**config.mk**
```make
export PLATFORM = sky130hd
export DESIGN_NAME = if_stage
export DESIGN_NICKNAME = d
export VERILOG_FILES = /design/src/rtl/if_stage.sv
export SDC_FILE = /design/constraint.sdc
export NUM_CORES = 1
export LEC_CHECK = 0
export BUFFER_PORTS_ARGS = -buffer_cell sky130_fd_sc_hd__buf_4
export CAP_MARGIN = 20
export CORE_UTILIZATION = 38
export CTS_CLUSTER_DIAMETER = 80
export CTS_CLUSTER_SIZE = 24
export DETAILED_ROUTE_END_ITERATION = 10
export GPL_TIMING_DRIVEN = 1
export PLACE_DENSITY = 0.72
export SLEW_MARGIN = 5
export SYNTH_ARGS = -nofsm -noshare
export SYNTH_HDL_FRONTEND = slang
export SYNTH_SLANG_ARGS = --single-unit
export TNS_END_PERCENT = 30
```
**constraint.sdc**
```tcl
create_clock -name clk -period 1.95 [get_ports clk]
set_input_delay 0.2925 -clock clk [delete_from_list [all_inputs] [get_ports clk]]
set_output_delay 0.2925 -clock clk [all_outputs]
set_load 0.02 [all_outputs]
```
**src/rtl/if_stage.sv**
```systemverilog
// Instruction fetch stage: PC register with redirect/stall control and the
// IF/ID pipeline register that feeds decode.
module if_stage #(
    parameter logic [31:0] RESET_PC = 32'h0000_0000,
    parameter logic [31:0] NOP_INST = 32'h0000_0013
) (
    input  logic        clk,
    input  logic        rst_n,
    input  logic [31:0] inst_i,
    input  logic        jump_en_i,
    input  logic [31:0] jump_addr_i,
    input  logic        hold_i,
    input  logic        flush_i,
    output logic [31:0] inst_addr_o,
    output logic [31:0] if_inst_o,
    output logic [31:0] if_inst_addr_o,
    output logic        if_valid_o,
    output logic        misalign_o,
    output logic [31:0] fetch_cnt_o
);

    logic [31:0] pc_q, pc_d;
    logic [31:0] inst_q, inst_d;
    logic [31:0] inst_addr_q, inst_addr_d;
    logic        valid_q, valid_d;
    logic        misalign_q, misalign_d;
    logic [31:0] cnt_q, cnt_d;

    always_comb begin
        pc_d        = pc_q;
        inst_d      = inst_q;
        inst_addr_d = inst_addr_q;
        valid_d     = valid_q;
        cnt_d       = cnt_q;
        misalign_d  = jump_en_i && (jump_addr_i[1:0] != 2'b00);

        // Redirect wins over stall; the low address bits are dropped, not trapped.
        if (jump_en_i) begin
            pc_d = {jump_addr_i[31:2], 2'b00};
        end else if (!hold_i) begin
            pc_d = pc_q + 32'd4;
        end

        // A redirect squashes the word fetched from the old path, like a flush.
        if (flush_i || jump_en_i) begin
            inst_d      = NOP_INST;
            inst_addr_d = 32'h0;
            valid_d     = 1'b0;
        end else if (!hold_i) begin
            inst_d      = inst_i;
            inst_addr_d = pc_q;
            valid_d     = 1'b1;
            cnt_d       = cnt_q + 32'd1;
        end
    end

    always_ff @(posedge clk or negedge rst_n) begin
        if (!rst_n) begin
            pc_q        <= RESET_PC;
            inst_q      <= NOP_INST;
            inst_addr_q <= 32'h0;
            valid_q     <= 1'b0;
            misalign_q  <= 1'b0;
            cnt_q       <= 32'h0;
        end else begin
            pc_q        <= pc_d;
            inst_q      <= inst_d;
            inst_addr_q <= inst_addr_d;
            valid_q     <= valid_d;
            misalign_q  <= misalign_d;
            cnt_q       <= cnt_d;
        end
    end

    assign inst_addr_o    = pc_q;
    assign if_inst_o      = inst_q;
    assign if_inst_addr_o = inst_addr_q;
    assign if_valid_o     = valid_q;
    assign misalign_o     = misalign_q;
    assign fetch_cnt_o    = cnt_q;

endmodule

```
==> results.yml, run 1 <==
sta:
  fin_setup_tns_ps: 0
  rsz0062_at_grt: "false"
  max_freq_mhz: 537
  final-setup-viol-count: 0
  fin_crit_sh_pct: 95.4
  hold_viol_final: 0
  report.final.slew_viol_count: 0
  clock_skew_ps: 10.2
  max_slew_margin_pct: 62.8
  worst_slew_pin_slew_ps: 553
  min_period_ps: 1860
worst_setup_path:
  reg2reg_to: "fetch_cnt_o[14]$_DFFE_PN0P_"
  r2r-start: "fetch_cnt_o[1]$_DFFE_PN0P_"
  crit_arrival_ps: 2150
  endpoint_kind: "flop"
  critPathSlowestCell: "or4b_4"
  rrSetupSlack_ps: 90
  cp_max_fo: 5
  cp-start-kind: "flop"
  path_cells: "ha_1 > or4b_4 > nor4_4 > buf_2 > nand3_1 > xnor2_1"
  critPathBufInv: 1
  criticalPathCategory: "flop to flop"
  path_delay_family: "simple AND/OR/NAND/NOR gates"
  reg2regPathDepth: 6
  critPathRequiredTime_ps: 2240
  cp_slowest_stage_delay_ps: 510
global_route:
  grt_max_degree: 47
  antenna_found_initial: 0
  grt_pass1_wl_um: 24400
  grt_usage_pct: 21.3
  first_global_vias: 4660
  grt-ovfl-total: 0
clock_network:
  clk_pin_slew_ps: 50
  h-tree-depth: 4
  numCtsBuffers: 17
  clkLatencyLatePin_ps: 410
  cts.sinks: 126
  clockBufferDepth: 2
  cts_tree: "built"
  clockRootBuffer: "clkbuf_16"
floorplan:
  die-area_um2: 15000
  ios: 199
  row_count: 43
  die_h_um: 123
  core_um2: 14000
  fp.dieW_um: 123
  initial_core_util_pct: 39.3
route:
  wl_met3_um: 1130
  via_per_inst: 5.42
  wl_met1_um: 6820
  dr.max_layer_used: "met4"
  drc: 0
  ant_nets: 0
  dr.pass1.iters: 5
  detail_route.wl_per_cell_um: 17.5
  met2WireLength_um: 7360
  vias: 4821
  first_iter_violations: 272
  wl_um: 15600
finish:
  final_common_cell: "buf_4"
  area_growth_syn_to_layout_pct: 43.8
  drive_gt1_share_pct: 37.9
  final_cell_mix: "buf_4, dfrtp_1, a22o_1, nand2_1, xnor2_1"
  nFillCells: 1186
  num_antenna_cells: 0
  nNetsFinal: 767
pwr:
  leakage_uw: 0.00384
  pwr-share-comb_pct: 15.1
  p_switching_uw: 1840
  swShare_pct: 25.5
  pwr-share-clk_pct: 44.3
  power_frac_seq_pct: 40.6
  totalPowerFinal_uw: 7200
  peakVddDrop_mv: 0.526
  internal_power_uw: 5360
  powerDensity_nw_per_um2: 906
yosys:
  yosysSeqAreaShare_pct: 57.1
  ys_ff_latch: 126
  syn_area_per_cell_um2: 11.4
  netlist_area_um2: 5520
  syn_inst: 485
  ys_warn_count: 0
  synth_cell_types: 44
job:
  drv_cap: 0
worst_hold_path:
  worstHoldStart: "jump_addr_i[8]"
  holdPathStages: 3
  hold_class: "primary input to flop"
  holdPathEnd: "inst_addr_o[8]$_DFFE_PN0N_"
place:
  hpwlAfterDp_um: 11000
  portBuffers: 194
  gp_congestion: 0.831
run_status:
  status: "finished clean"
## synthesized netlist by cell type (all sizes together)
cell type	instances	area [um2]
a21oi	1	5.00
a221o	1	10.0
a22o	57	499
a31oi	13	81.3
and2	5	31.3
and3	10	63.8
and4	6	55.1
and4b	2	20.0
buf	17	106
clkbuf	19	71.3
conb	1	3.75
dfrtp	123	3080
dfstp	3	78.8
ha	2	25.0
inv	7	26.3
mux2i	2	20.0
nand2	42	160
nand3	23	115
nand4	17	121
nand4b	3	26.3
nor2	22	82.6
nor2b	1	6.26
nor3	5	25.0
nor4	5	61.3
o211ai	2	15.0
o21ai	18	90.1
o22a	2	17.5
o311a	1	10.0
o311ai	1	8.76
o31ai	11	82.6
or2	3	18.8
or3	3	18.8
or4	12	90.1
or4b	1	13.8
xnor2	37	324
xor2	7	61.3
## flip-flops by register name (all words and copies together), names as in the netlist
| name | flops |
|---|---|
| misalign_o | 1 |
| fetch_cnt_o | 32 |
| if_inst_addr_o | 30 |
| if_inst_o | 32 |
| if_valid_o | 1 |
| inst_addr_o | 30 |
## per-stage QoR
step | worst slack [ps] | instance area (um2) | hold slack (ps) | util, % | cells
floorplan | 57.2 | 5540 | -3.09 | - | 488
global placement | 83.2 | 7310 | 212 | 52.1 | 854
detailed placement | 51.1 | 7310 | 218 | 52.1 | 854
CTS | 0.685 | 7920 | 70.3 | 56.4 | 887
global route | 17.1 | 7940 | 75.5 | 56.6 | 889
finish | 89.3 | 7940 | 87.4 | 56.6 | 889
## worst max-delay path by stage
stage,start,end,cells past startpoint
finish,fetch_cnt_o[1]$_DFFE_PN0P_,fetch_cnt_o[14]$_DFFE_PN0P_,6
global route,inst_addr_o[20]$_DFFE_PN0N_,inst_addr_o[27]$_DFFE_PN0N_,4
CTS,fetch_cnt_o[1]$_DFFE_PN0P_,fetch_cnt_o[16]$_DFFE_PN0P_,6
detailed placement,fetch_cnt_o[1]$_DFFE_PN0P_,fetch_cnt_o[16]$_DFFE_PN0P_,6
global placement,fetch_cnt_o[1]$_DFFE_PN0P_,fetch_cnt_o[26]$_DFFE_PN0P_,6
floorplan,fetch_cnt_o[0]$_DFFE_PN0P_,fetch_cnt_o[20]$_DFFE_PN0P_,6
## layout make-up
cell class	count	area [um2]	share of cell area, %
inverters	7	26.3	0.331
clock buffers	25	485	6.11
clock inverters	7	110	1.39
repair buffers	224	1740	21.8
well taps	180	225	2.84
flip-flops and latches	126	3160	39.8
multi-input cells	320	2200	27.7
## cells by family after synthesis
logic type	synth area share [%]
fa+ha+maj	0.453
buf+inv	3.69
simple gates	16.5
other cells	0.0679
mux	0.362
compound gates	14.8
flops	57.1
xor+xnor	6.98
## metal layers
metal / GRT usage, % / up-vias
li1: - / 2194
met2: 31.8 / 188
met3: 6.32 / 22
met1: 28.8 / 2417
met4: 8.69 / 0
met5: 0 / -
## worst min-delay path, stage by stage
cell     delay (ps)
buf_4            70
nand2_1          40
o21ai_0          60
## power groups by stage
stage	clock network, uW	registers (uW)	logic, uW
6_report	3190	2930	1080
5_1_grt	3400	2950	1170
4_1_cts	3250	2920	1090
3_5_place_dp	0	2960	1090
3_3_place_gp	0	2950	1070
2_1_floorplan	0	3150	296
## timing repair
action                                  4_1_cts  5_1_grt
hold buffers                                  1        0
buffers inserted                              0        0
endpoints found under the hold margin        17        0
gates resized for setup                       0        3
endpoints found under the setup margin        0       18
Power figures use the tool's default switching activity.
==> run 2, diff against run 1 <==
--- a/config.mk
+++ b/config.mk
@@ -9,2 +9,3 @@
 export CAP_MARGIN = 20
+export CORE_MARGIN = 2
 export CORE_UTILIZATION = 38
==> constraint.sdc (replaced) <==
create_clock -name clk -period 1.95 [get_ports clk]
set_input_delay 0.195 -clock clk [delete_from_list [all_inputs] [get_ports clk]]
set_output_delay 0.195 -clock clk [all_outputs]
set_load 0.02 [all_outputs]
==> results.yml, run 2 (synthesis results as in run 1) <==
global_route:
  antenna_found_initial: 0
  grt_usage_pct: 21.0
  grt-ovfl-total: 0
  grt_pass1_wl_um: 26000
  first_global_vias: 4968
  use_met3_pct: 5.41
  use_met2_pct: 35.9
  grt-busiest-layer: "met2"
  grt_use_met1_pct: 26.0
  grt_max_degree: 127
floorplan:
  die-area_um2: 15500
  initial_core_util_pct: 38.4
  die_h_um: 125
  core_um2: 14400
  ios: 199
  fp.dieW_um: 125
  row_count: 44
finish:
  design_area_um2: 8240
  nNetsFinal: 793
  drive_gt1_share_pct: 37.0
  final_common_cell: "buf_4"
  final_cell_mix: "buf_4, dfrtp_1, a22o_1, nand2_1, xnor2_1"
  area_growth_syn_to_layout_pct: 49.2
  final_util_pct: 57.4
  num_antenna_cells: 0
place:
  hpwlAfterDp_um: 10900
  portBuffers: 194
  gp_congestion: 0.831
  postPlaceCellArea_um2: 7300
route:
  wl_um: 16100
  drc: 0
  first_iter_violations: 286
  detail_route.wl_per_cell_um: 17.5
  vias: 4858
  ant_nets: 0
  via_per_inst: 5.29
  dr.pass1.iters: 4
sta:
  fin_setup_tns_ps: 0
  rsz0062_at_grt: "false"
  min_period_ps: 1830
  clock_skew_ps: 5.84
  worst_slew_pin_slew_ps: 664
  report.final.slew_viol_count: 0
  hold_viol_final: 0
  fin_crit_sh_pct: 93.8
  max_slew_margin_pct: 55.7
  final-setup-viol-count: 0
  whs_ps: 14.5
  max_freq_mhz: 547
clock_network:
  cts.sinks: 126
  cts_setup_buffers: 0
  clockRootBuffer: "clkbuf_16"
  clk_pin_slew_ps: 60
  cts_tree: "built"
  clkLatencyLatePin_ps: 410
  h-tree-depth: 4
  clockBufferDepth: 2
  numCtsBuffers: 17
worst_hold_path:
  hold_class: "primary input to flop"
worst_setup_path:
  crit_arrival_ps: 2150
  cp-start-kind: "flop"
  critPathBufInv: 0
  path_delay_family: "simple AND/OR/NAND/NOR gates"
  critPathSlowestCell: "or4_1"
  critPathRequiredTime_ps: 2280
  cp_slowest_stage_delay_ps: 580
  cp_max_fo: 26
  path_cells: "and4_4 > nand4_4 > or4_1 > a31oi_1"
  criticalPathCategory: "flop to flop"
  endpoint_kind: "flop"
pwr:
  totalPowerFinal_uw: 7520
  leakage_uw: 0.00394
  peakVddDrop_mv: 0.601
  powerDensity_nw_per_um2: 912
run_status:
  status: "finished clean"
job:
  drv_cap: 0
-- run 2: cell count changes in the layout (fill, tap and decap cells not counted) --
| cell | previous run | this run |
|---|---|---|
| buf_4 | 217 | 219 |
| buf_2 | 1 | 0 |
| clkinv_2 | 4 | 3 |
| clkbuf_1 | 5 | 1 |
| buf_12 | 4 | 3 |
| nand4_2 | 1 | 0 |
| nand2_4 | 1 | 0 |
| bufinv_16 | 3 | 5 |
| inv_6 | 0 | 1 |
| clkinv_4 | 0 | 4 |
| clkbuf_8 | 3 | 0 |
| clkinvlp_4 | 0 | 1 |
| nand2_2 | 0 | 1 |
| dlygate4sd3_1 | 1 | 28 |
-- run 2: final cells by class --
cell class,count,area (um2)
Clock buffer,18,429
Clock inverter,14,216
Fill cell,1202,6130
Inverter,7,26.3
Multi-Input combinational cell,319,2180
Sequential cell,126,3160
Tap cell,184,230
Timing Repair Buffer,251,2000
-- run 2: worst paths after layout --
check / start / end / slack, ps / cells past startpoint
worst max-delay path: inst_addr_o[14]$_DFFE_PN0N_ / inst_addr_o[28]$_DFFE_PN0N_ / 120 / 4
max in group asynchronous: rst_n / fetch_cnt_o[0]$_DFFE_PN0P_ / 1020 / 3
min in group asynchronous: rst_n / fetch_cnt_o[4]$_DFFE_PN0P_ / 440 / 3
worst min register to register: fetch_cnt_o[31]$_DFFE_PN0P_ / fetch_cnt_o[31]$_DFFE_PN0P_ / 470 / 1
worst min-delay path: inst_i[30] / if_inst_o[30]$_DFFE_PN0P_ / 10 / 2
worst max register to register: inst_addr_o[14]$_DFFE_PN0N_ / inst_addr_o[28]$_DFFE_PN0N_ / 120 / 4
-- run 2: repair_timing --
action,CTS,global route
endpoints found under the setup margin,0,4
hold buffers,28,0
hold endpoints to repair,149,0
gates resized for setup,0,3
-- run 2: power by group --
group	internal, uW	switching (uW)	total (uW)
Sequential	2770	148	2920
Clock	2270	1180	3450
Combinational	536	616	1150
-- run 2: routing by layer --
metal	vias up	routed length, um
met3	17	936
li1	2261	-
met5	-	0
met2	183	8200
met1	2397	6750
met4	0	176
-- run 2: metrics by stage --
step	worst slack, ps	std cells
2_1_floorplan	57.2	488
3_3_place_gp	110	858
3_5_place_dp	65.9	858
4_1_cts	60.1	918
5_1_grt	5.23	919
6_report	120	919
